$ cat src/rtl/shr_seq_if.sv
// Handshake and data bundle for the sequential right shifter.
// The master drives the request side; the slave (shr_seq) drives status and result.
interface shr_seq_if;
    logic        i_start;
    logic [31:0] i_a;
    logic [31:0] i_b;
    logic [1:0]  i_mode;
    logic        o_busy;
    logic        o_done;
    logic [31:0] o_result;

    modport master (
        output i_start,
        output i_a,
        output i_b,
        output i_mode,
        input  o_busy,
        input  o_done,
        input  o_result
    );

    modport slave (
        input  i_start,
        input  i_a,
        input  i_b,
        input  i_mode,
        output o_busy,
        output o_done,
        output o_result
    );
endinterface

$ cat src/rtl/shr_seq.sv
// Sequential right shifter for the Mini-SRC ALU: shr, shra and ror, one bit per clock.
// The start/busy/done handshake lets the control unit stall while a shift is running.
module shr_seq (
    input  logic       clock,
    input  logic       reset_n,
    shr_seq_if.slave   bus
);

    typedef enum logic [1:0] {
        S_IDLE  = 2'd0,
        S_SHIFT = 2'd1,
        S_DONE  = 2'd2
    } state_t;

    localparam logic [1:0] MODE_SHRA = 2'b01;
    localparam logic [1:0] MODE_ROR  = 2'b10;

    state_t      r_state;
    state_t      w_next_state;
    logic [5:0]  r_count;
    logic [1:0]  r_mode;
    logic [31:0] r_result;

    logic        w_accept;
    logic        w_b_large;
    logic [5:0]  w_count_init;
    logic        w_fill;

    // A new request is only taken when no shift is in flight; starts during SHIFT are dropped.
    assign w_accept  = bus.i_start && (r_state != S_SHIFT);
    assign w_b_large = (bus.i_b[31:5] != 27'd0);

    always_comb begin
        w_count_init = {1'b0, bus.i_b[4:0]};
        if (bus.i_mode != MODE_ROR && w_b_large) begin
            w_count_init = 6'd32;
        end
    end

    always_comb begin
        case (r_mode)
            MODE_SHRA: w_fill = r_result[31];
            MODE_ROR:  w_fill = r_result[0];
            default:   w_fill = 1'b0;
        endcase
    end

    always_comb begin
        w_next_state = r_state;
        case (r_state)
            S_IDLE, S_DONE: begin
                if (w_accept) begin
                    w_next_state = (w_count_init != 6'd0) ? S_SHIFT : S_DONE;
                end else begin
                    w_next_state = S_IDLE;
                end
            end
            S_SHIFT: begin
                if (r_count == 6'd1) begin
                    w_next_state = S_DONE;
                end
            end
            default: w_next_state = S_IDLE;
        endcase
    end

    always_ff @(posedge clock or negedge reset_n) begin
        if (!reset_n) begin
            r_state <= S_IDLE;
        end else begin
            r_state <= w_next_state;
        end
    end

    // Result is loaded on acceptance and only moves during SHIFT; it is held otherwise.
    always_ff @(posedge clock or negedge reset_n) begin
        if (!reset_n) begin
            r_count  <= 6'd0;
            r_mode   <= 2'b00;
            r_result <= 32'h0000_0000;
        end else if (w_accept) begin
            r_count  <= w_count_init;
            r_mode   <= bus.i_mode;
            r_result <= bus.i_a;
        end else if (r_state == S_SHIFT) begin
            r_count  <= r_count - 6'd1;
            r_result <= {w_fill, r_result[31:1]};
        end
    end

    assign bus.o_busy   = (r_state == S_SHIFT);
    assign bus.o_done   = (r_state == S_DONE);
    assign bus.o_result = r_result;

endmodule

$ cat src/flat_wrapper.sv
// flat-port wrapper written by rule: the top's interface ports become plain ports
module shr_seq_flat 
  (clock, reset_n, bus_i_start, bus_i_a, bus_i_b, bus_i_mode, bus_o_busy, bus_o_done, bus_o_result);
  shr_seq_if bus_i ();
  input  logic clock;
  input  logic reset_n;
  input wire logic [$bits(bus_i.i_start)-1:0] bus_i_start;
  input wire logic [$bits(bus_i.i_a)-1:0] bus_i_a;
  input wire logic [$bits(bus_i.i_b)-1:0] bus_i_b;
  input wire logic [$bits(bus_i.i_mode)-1:0] bus_i_mode;
  output wire logic [$bits(bus_i.o_busy)-1:0] bus_o_busy;
  output wire logic [$bits(bus_i.o_done)-1:0] bus_o_done;
  output wire logic [$bits(bus_i.o_result)-1:0] bus_o_result;
  assign bus_i.i_start = bus_i_start;
  assign bus_i.i_a = bus_i_a;
  assign bus_i.i_b = bus_i_b;
  assign bus_i.i_mode = bus_i_mode;
  assign bus_o_busy = bus_i.o_busy;
  assign bus_o_done = bus_i.o_done;
  assign bus_o_result = bus_i.o_result;
  shr_seq u_core (.clock(clock), .reset_n(reset_n), .bus(bus_i));
endmodule
$ cat config.mk
export PLATFORM = sky130hd
export DESIGN_NAME = shr_seq_flat
export DESIGN_NICKNAME = d
export VERILOG_FILES = /design/src/rtl/shr_seq_if.sv /design/src/rtl/shr_seq.sv /design/src/flat_wrapper.sv
export SDC_FILE = /design/constraint.sdc
export NUM_CORES = 1
export LEC_CHECK = 0
export ABC_AREA = 0
export CAP_MARGIN = 0
export CORE_MARGIN = 2
export CORE_UTILIZATION = 45
export DETAILED_ROUTE_END_ITERATION = 12
export PLACE_DENSITY = 0.86
export SETUP_SLACK_MARGIN = 0.5
export SLEW_MARGIN = 0
export SYNTH_ARGS = -nofsm -noshare
export SYNTH_HDL_FRONTEND = slang
export SYNTH_SLANG_ARGS = --single-unit
export TNS_END_PERCENT = 30
$ cat constraint.sdc
create_clock -name clock -period 3.1 [get_ports clock]
set_input_delay 0.775 -clock clock [delete_from_list [all_inputs] [get_ports clock]]
set_output_delay 0.775 -clock clock [all_outputs]
set_load 0.05 [all_outputs]
* Word level (Yosys, flattened, before mapping)
Index checks and enable logic that the tools add are counted.
Cells by class: reductions and logical operators 8, equal/unequal tests 9, add/subtract/negate cells 1, mux-type cells 10
Operator list (number):
- 2-to-1 mux 32 bit | 2
- nonzero test 27 bit | 1
- 2-to-1 mux 6 bit | 3
- equality test 6 x 1 -> 1 bit, second input constant | 1
- 2-to-1 mux 2 bit | 3
- != test 2 x 1 -> 1 bit, second input constant | 3
- nonzero test 6 bit | 1
- subtractor 6 x 1 -> 6 bit, second input constant | 1
- equality test 2 x 1 -> 1 bit, second input constant | 2
- equality test 2 bit, second input constant | 2
- case mux 2 bit (2 select lines) | 1
- logical AND 1 bit | 2
- zero test 2 bit | 1
- != test 2 bit, second input constant | 1
- case mux 1 bit (2 select lines) | 1
- AND reduction 2 bit | 1
- nonzero test 2 bit | 1
- OR reduction 2 bit | 1
Storage, ports and cells: bits in registers 42, output and inout port bits 34, input port bits 69, logic and storage cells 33

* Logic depth before layout (Yosys ltp)
Gate-level depths: netlist (run 1).
depth after elaboration 7, gate-level depth with buffers 6, gate-level depth less buffers 5

* Worst setup path after synthesis (run 1)
Ideal clock, no wire load.
path type register -> output, from register u_core.r_state[1], to output bus_o_busy, required time 2.325 ns, data arrival time 1.146 ns, setup slack 1.179 ns, cell stages (with the launch flop) 5, buffers on the path 2, path through dfrtp_1 > nand2b_2 > inv_2 > buf_4 > buf_2
On the way: cells in the longest elaborated chain, start to end 1
Ends and longest elaborated chain:
- start: declaration | line shr_seq.sv:18 | state_t r_state;
- start signal: assignment | line shr_seq.sv:71 | r_state <= w_next_state;
- equality test 2 x 1 -> 1 bit | line shr_seq.sv:91 | assign bus.o_busy = (r_state == S_SHIFT);
- end: declaration | line flat_wrapper.sv:11 | output wire logic [$bits(bus_i.o_busy)-1:0] bus_o_busy;
Every way passes these cells.

* Worst setup path in the final report (run 1)
from register u_core.r_state[0], to output bus_o_done
On the way: cells in the longest elaborated chain, start to end 1
Ends and longest elaborated chain:
- equality test 2 bit | line shr_seq.sv:92 | assign bus.o_done = (r_state == S_DONE);
- end: declaration | line flat_wrapper.sv:12 | output wire logic [$bits(bus_i.o_done)-1:0] bus_o_done;
Every way passes these cells.

==> results of run 1 <==
[synthesized netlist by cell type (2+ instances only)]
| cell | count |
|---|---|
| sky130_fd_sc_hd__clkbuf_1 | 3 |
| sky130_fd_sc_hd__nor3_1 | 4 |
| sky130_fd_sc_hd__nor4_1 | 6 |
| sky130_fd_sc_hd__nand2_1 | 44 |
| sky130_fd_sc_hd__dfrtp_1 | 42 |
| sky130_fd_sc_hd__buf_2 | 6 |
| sky130_fd_sc_hd__nor4b_1 | 2 |
| sky130_fd_sc_hd__buf_4 | 4 |
| sky130_fd_sc_hd__or3_1 | 2 |
| sky130_fd_sc_hd__nand3b_1 | 2 |
| sky130_fd_sc_hd__nor2_1 | 4 |
| sky130_fd_sc_hd__a21oi_1 | 3 |
| sky130_fd_sc_hd__o21ai_0 | 34 |
| sky130_fd_sc_hd__ha_1 | 2 |
| sky130_fd_sc_hd__inv_1 | 3 |
| sky130_fd_sc_hd__nand3_1 | 2 |
| sky130_fd_sc_hd__a31o_1 | 4 |
| sky130_fd_sc_hd__mux2i_1 | 32 |
[kinds of logic after synthesis]
kind of cell	count (synthesis)	synth area share
AO/OA/AOI/OAI	53	0.153
XOR/XNOR	1	0.00395
adder cells (fa/ha/maj)	2	0.0113
buffers and inverters	18	0.0440
flip-flops	42	0.474
multiplexers	33	0.149
AND/OR/NAND/NOR	75	0.165
[state kept, by name (all words and copies together) (netlist names)]
name                 cells
u_core.r_count           6
u_core.r_state           2
u_core.r_mode            2
u_core.bus.o_result     32
[layer usage]
| layer | routed length [um] | vias up | track usage |
|---|---|---|---|
| met4 | 74 | 0 | 0.0734 |
| met5 | 0 | - | 0 |
| met1 | 2450 | 919 | 0.258 |
| li1 | - | 991 | - |
| met3 | 252 | 7 | 0.0501 |
| met2 | 2690 | 49 | 0.341 |
[power by group]
part           leakage (nW)  internal, mW  total [mW]  switching (mW)
Clock                0.0383         0.155       0.332           0.177
Combinational         0.866         0.663        1.74            1.08
Sequential            0.526         0.789       0.994           0.204
[through the flow]
step / utilization / instances / instance area [um^2]
global route: 0.707 / 389 / 3340
floorplan: - / 224 / 2220
finish: 0.707 / 389 / 3340
global placement: 0.691 / 382 / 3260
CTS: 0.707 / 389 / 3340
detailed placement: 0.691 / 382 / 3260
[worst max-delay path by stage]
stage                      startpoint                 to  slack (ps)  cells past startpoint
finish              u_core.r_state[0]         bus_o_done         550                      2
global route        u_core.r_state[0]         bus_o_done         500                      2
CTS                 u_core.r_state[0]         bus_o_done         550                      2
floorplan           u_core.r_state[1]         bus_o_busy        1180                      4
detailed placement        bus_i_b[12]  u_core.r_count[5]         760                      5
global placement           bus_i_b[5]  u_core.r_count[5]         790                      5
[tightest hold or removal path, delay by kind of cell (launching register included)]
family             cells  cell delay [ps]
DFF                    1              360
AOI/OAI and AO/OA      1               60
and+or+nand+nor        1               50
[layout make-up]
cell class | count | area, um^2
Fill cell | 352 | 1380
Multi-Input combinational cell | 164 | 1070
Sequential cell | 42 | 1050
Timing Repair Buffer | 105 | 1040
Tap cell | 67 | 83.8
Clock buffer | 7 | 76.3
Inverter | 4 | 15.0
==> results_dict.tcl, run 1 <==
set metrics [dict create \
    status "completed" \
    min_delay_worst_endpoint "u_core.bus.o_result[16]" \
    cell_area_after_synthesis_um2 2220 \
    cts_resized 0 \
    dp_hpwl_mm 4.01 \
    critPathMaxStageDelay_ps 790 \
    first_global_vias 1947 \
    crit_end_element "primary output" \
    antennaDiodeCount 0 \
    totalPowerFinal_mw 3.07 \
    hold_path.startpoint "u_core.bus.o_result[17]" \
    post_drt_wl_per_cell_um 14.0 \
    port_buffers 102 \
    die_height_um 74.2 \
    synth-seq-area-share 0.474 \
    areaGrowthSynthToFinish_pct 50.5 \
    clock.fmax_ghz 0.393 \
    finalCriticalPeriod_ps 2550 \
    crit_buf_inv 1 \
    dieArea_um2 5510 \
    post_cts.repair.setup_buffers 0 \
    vdd_drop_max_uv 717 \
    number_of_drc_violations_after_detailed_routing_iteration_0 111 \
    syn-num-nets 295 \
    routed_wirelength_mm 5.47 \
    final_max_slew_viol_count 0 \
    cts.reportedPaths.clkPinSlew_ps 80 \
    mostFrequentLayoutCells "sky130_fd_sc_hd__clkdlybuf4s50_1, sky130_fd_sc_hd__nand2_1, sky130_fd_sc_hd__dfrtp_1" \
    cts_tree "yes" \
    worst_endpoint_data_arrival_time_ps 1770 \
    drt-pass1-iter-count 4 \
    routed-via-count 1966 \
    slew_headroom 0.384 \
    pin_count_of_the_biggest_net_entering_global_routing 71 \
    pre_cts_ws_ps 756 \
    total_leakage_power_nw 1.43 \
    placer_congestion 0.791 \
    finalWorstSetupSlack_ps 553 \
    ctsHoldBuffers 0 \
    finalSetupViolCount 0 \
    synthArstFlopShare 1.00 \
    synth.area.top_cells "sky130_fd_sc_hd__dfrtp_1, sky130_fd_sc_hd__mux2i_1, sky130_fd_sc_hd__o21ai_0" \
    finalClockSkew_ps 6.77 \
    die-width_um 74.2 \
    synth-seq-cells 42 \
    critical_path_required_ps 2320 \
    floorplan.rows 25 \
    layout_commonest_cell "sky130_fd_sc_hd__clkdlybuf4s50_1" \
    count_of_cells_along_the_worst_hold_path 2 \
    critical_path_cell_by_cell "and2b_1 > clkdlybuf4s50_1" \
    worst_pin_slew_ps 924 \
    post-synth-top-area-cell "sky130_fd_sc_hd__dfrtp_1" \
    drc_errors 0 \
    critical-path-top-delay-family "buffers and inverters" \
    gr-usage-all-layers 0.204 \
    fin_worst_hold_slack_ps 510 \
    hp-class "reg2reg" \
    synth_enable_flop_cells 0 \
    floorplan.initialDensity 0.470 \
    worst-setup-path-type "reg2out" \
    cts_buffers 5 \
    crit_path_start_kind "flip-flop" \
    layout_worst_path_cycle_share 0.822 \
    synth_flop_cell "sky130_fd_sc_hd__dfrtp_1" \
    core_area_um2 4720 \
    clock_sink_total 42 \
    ctsRootBufferMaster "sky130_fd_sc_hd__clkbuf_8" \
    power.density_cell_area_nw_per_um2 919 \
    critPathMaxFanout 7 \
    timing_hold_violations_final 0 \
    nNetsFinal 393 \
    grt_first_pass_wirelength_mm 8.76 \
    post_synthesis_cell_count 224 \
    synth_area_per_cell_um2 9.90 \
    ios 103 \
    count_of_cells_along_the_worst_register_to_register_path 6 \
    synthDistinctLibCells 43 \
    timing.reg2reg.setup_slack_ps 1080 \
    cell_with_the_biggest_individual_delay_on_the_critical_path "sky130_fd_sc_hd__clkdlybuf4s50_1" \
    ctsHtreeMaxLevel 2 \
    regToRegEndpoint "u_core.r_count[4]" \
    fin_tns_setup_ps 0 \
    synth.top_cell.area_share 0.474 \
    rsz_0062_raised_after_global_routing "false" \
    max-clock-path-buffers 2 \
    worst_r2r_startpoint "u_core.r_state[1]" \
    global_route.overflow_total 0 \
    drive_gt1_frac 0.0590 \
    synthesis.yosys.warnings 0 \
    max-cap-violations 0 \
    final_antenna_net_count 0 \
    detail_route.vias_per_cell 5.05 \
    clk-insertion-delay-late_ps 290 \
    grt_antenna_before_repair 0 \
]
Note: power is estimated with default switching activity, not from simulation.
==> run 2: changes to the inputs <==
--- a/config.mk
+++ b/config.mk
@@ -8,9 +8,9 @@
 export ABC_AREA = 0
 export CAP_MARGIN = 0
 export CORE_MARGIN = 2
-export CORE_UTILIZATION = 45
+export CORE_UTILIZATION = 41
 export DETAILED_ROUTE_END_ITERATION = 12
-export PLACE_DENSITY = 0.86
+export PLACE_DENSITY = 0.8
 export SETUP_SLACK_MARGIN = 0.5
 export SLEW_MARGIN = 0
 export SYNTH_ARGS = -nofsm -noshare
==> constraint.sdc (replaced) <==
create_clock -name clock -period 2.5 [get_ports clock]
set_input_delay 0.625 -clock clock [delete_from_list [all_inputs] [get_ports clock]]
set_output_delay 0.625 -clock clock [all_outputs]
set_load 0.05 [all_outputs]
==> results_dict.tcl, run 2 (same netlist as run 1, synthesis figures left out) <==
set metrics [dict create \
    hp-class "in2async" \
    grt_antenna_before_repair 0 \
    drt-pass1-iter-count 5 \
    pre_cts_ws_ps 257 \
    crit_path_start_kind "flip-flop" \
    finalSetupViolCount 0 \
    finalClockSkew_ps 4.12 \
    mostFrequentLayoutCells "sky130_fd_sc_hd__clkdlybuf4s50_1, sky130_fd_sc_hd__nand2_1, sky130_fd_sc_hd__dfrtp_1" \
    critPathMaxFanout 3 \
    critical_path_cell_by_cell "clkdlybuf4s50_1" \
    clock.fmax_ghz 0.473 \
    die-width_um 77.6 \
    number_of_flip_flops_in_the_largest_register 32 \
    dp_hpwl_mm 4.18 \
    port_buffers 102 \
    max-cap-violations 0 \
    layout_worst_path_cycle_share 0.845 \
    worst-setup-path-type "reg2out" \
    global_route.overflow_total 0 \
    final_antenna_net_count 0 \
    slew_headroom 0.648 \
    dieArea_um2 6010 \
    cts_tree "yes" \
    critPathMaxStageDelay_ps 820 \
    critical_path_required_ps 1880 \
    gr-usage-all-layers 0.195 \
    number_of_drc_violations_after_detailed_routing_iteration_0 109 \
    cts.reportedPaths.clkPinSlew_ps 80 \
    total_leakage_power_nw 1.58 \
    timing.reg2reg.setup_slack_ps 620 \
    seq_area_um2 1050 \
    ios 103 \
    placer_congestion 0.782 \
    rsz_0062_raised_after_global_routing "true" \
    clock_sink_total 42 \
    nFillCells 461 \
    power.density_cell_area_nw_per_um2 1150 \
    multi_input_comb_area_um2 1070 \
    worst_endpoint_data_arrival_time_ps 1490 \
    routed_wirelength_mm 5.61 \
    max-clock-path-buffers 2 \
    first_global_vias 1998 \
    drc_errors 0 \
    final_max_slew_viol_count 0 \
    antennaDiodeCount 0 \
    ctsHtreeMaxLevel 2 \
    post_drt_wl_per_cell_um 14.2 \
    crit_buf_inv 1 \
    floorplan.rows 26 \
    layout_commonest_cell "sky130_fd_sc_hd__clkdlybuf4s50_1" \
    status "completed" \
    fin_tns_setup_ps 0 \
    vdd_drop_max_uv 652 \
    timing_hold_violations_final 0 \
    crit_end_element "primary output" \
    pin_count_of_the_biggest_net_entering_global_routing 43 \
    finalCriticalPeriod_ps 2110 \
    nNetsFinal 395 \
    areaGrowthSynthToFinish_pct 52.9 \
    clk-insertion-delay-late_ps 290 \
    worst_pin_slew_ps 529 \
    die_height_um 77.6 \
    worst_r2r_startpoint "u_core.r_state[1]" \
    floorplan.initialDensity 0.429 \
    ctsRootBufferMaster "sky130_fd_sc_hd__clkbuf_8" \
    routed-via-count 2002 \
    detail_route.vias_per_cell 5.07 \
    core_area_um2 5170 \
    setup.worst_path.start "u_core.bus.o_result[13]" \
    cell_with_the_biggest_individual_delay_on_the_critical_path "sky130_fd_sc_hd__clkdlybuf4s50_1" \
    cts_buffers 5 \
    grt_first_pass_wirelength_mm 9.50 \
    finalWorstSetupSlack_ps 388 \
    drive_gt1_frac 0.0769 \
    critical-path-top-delay-family "buffers and inverters" \
]
[run 2: cell count changes in the layout (fill, tap and decap cells not counted)]
cell	before	now
sky130_fd_sc_hd__clkdlybuf4s50_1	99	82
sky130_fd_sc_hd__dlygate4sd2_1	0	9
sky130_fd_sc_hd__dlymetal6s2s_1	0	7
sky130_fd_sc_hd__buf_4	3	5
sky130_fd_sc_hd__clkbuf_1	2	0
sky130_fd_sc_hd__clkinv_2	0	2
sky130_fd_sc_hd__bufinv_16	0	1
sky130_fd_sc_hd__clkbuf_2	0	1
[run 2: cell type report]
type | instances | area share
multi-input combinational | 164 | 0.315
timing repair buffer | 107 | 0.312
sequential | 42 | 0.310
tap | 70 | 0.0258
clock buffer | 5 | 0.0203
clock inverter | 3 | 0.0118
inverter | 4 | 0.00443
[run 2: power breakdown]
part / switching, mW / internal, mW / leakage, nW
Clock: 0.228 / 0.294 / 0.0579
Combinational: 1.36 / 0.785 / 0.998
Sequential: 0.255 / 0.978 / 0.526
[run 2: repair_timing]
action,in CTS,in global routing
pin swaps,0,0
hold buffers,0,0
setup endpoints to repair,34,27
resized for setup,10,9
setup buffers,0,0
[run 2: worst paths after layout]
| kind | endpoint | depth (start not counted) |
|---|---|---|
| min in group clock | u_core.bus.o_result[18] | 2 |
| worst min-delay path | u_core.bus.o_result[25] | 2 |
| max in group asynchronous | u_core.bus.o_result[30] | 2 |
| worst max-delay path | bus_o_result[13] | 1 |
| worst max register to register | u_core.r_count[4] | 6 |
| worst min register to register | u_core.bus.o_result[18] | 2 |
[run 2: metal layers]
metal  up-vias  wire, um  GRT usage  part of all wire
met5         -         0          0                 0
met4         0        33     0.0375            0.0059
met1       940      2500      0.267              0.45
li1        999         -          -                 -
met3         4       342     0.0512             0.061
met2        59      2730      0.316              0.49
[run 2: per-stage QoR]
step,hold WS (ps),power (mW),std cells,utilization,cell area (um^2)
after global routing,449,4.17,395,0.656,3390
final,390,3.90,395,0.656,3390
after detailed placement,492,3.44,387,0.634,3280
after CTS,414,3.94,395,0.653,3380
after global placement,486,3.39,387,0.634,3280
after floorplan,329,2.68,224,-,2220
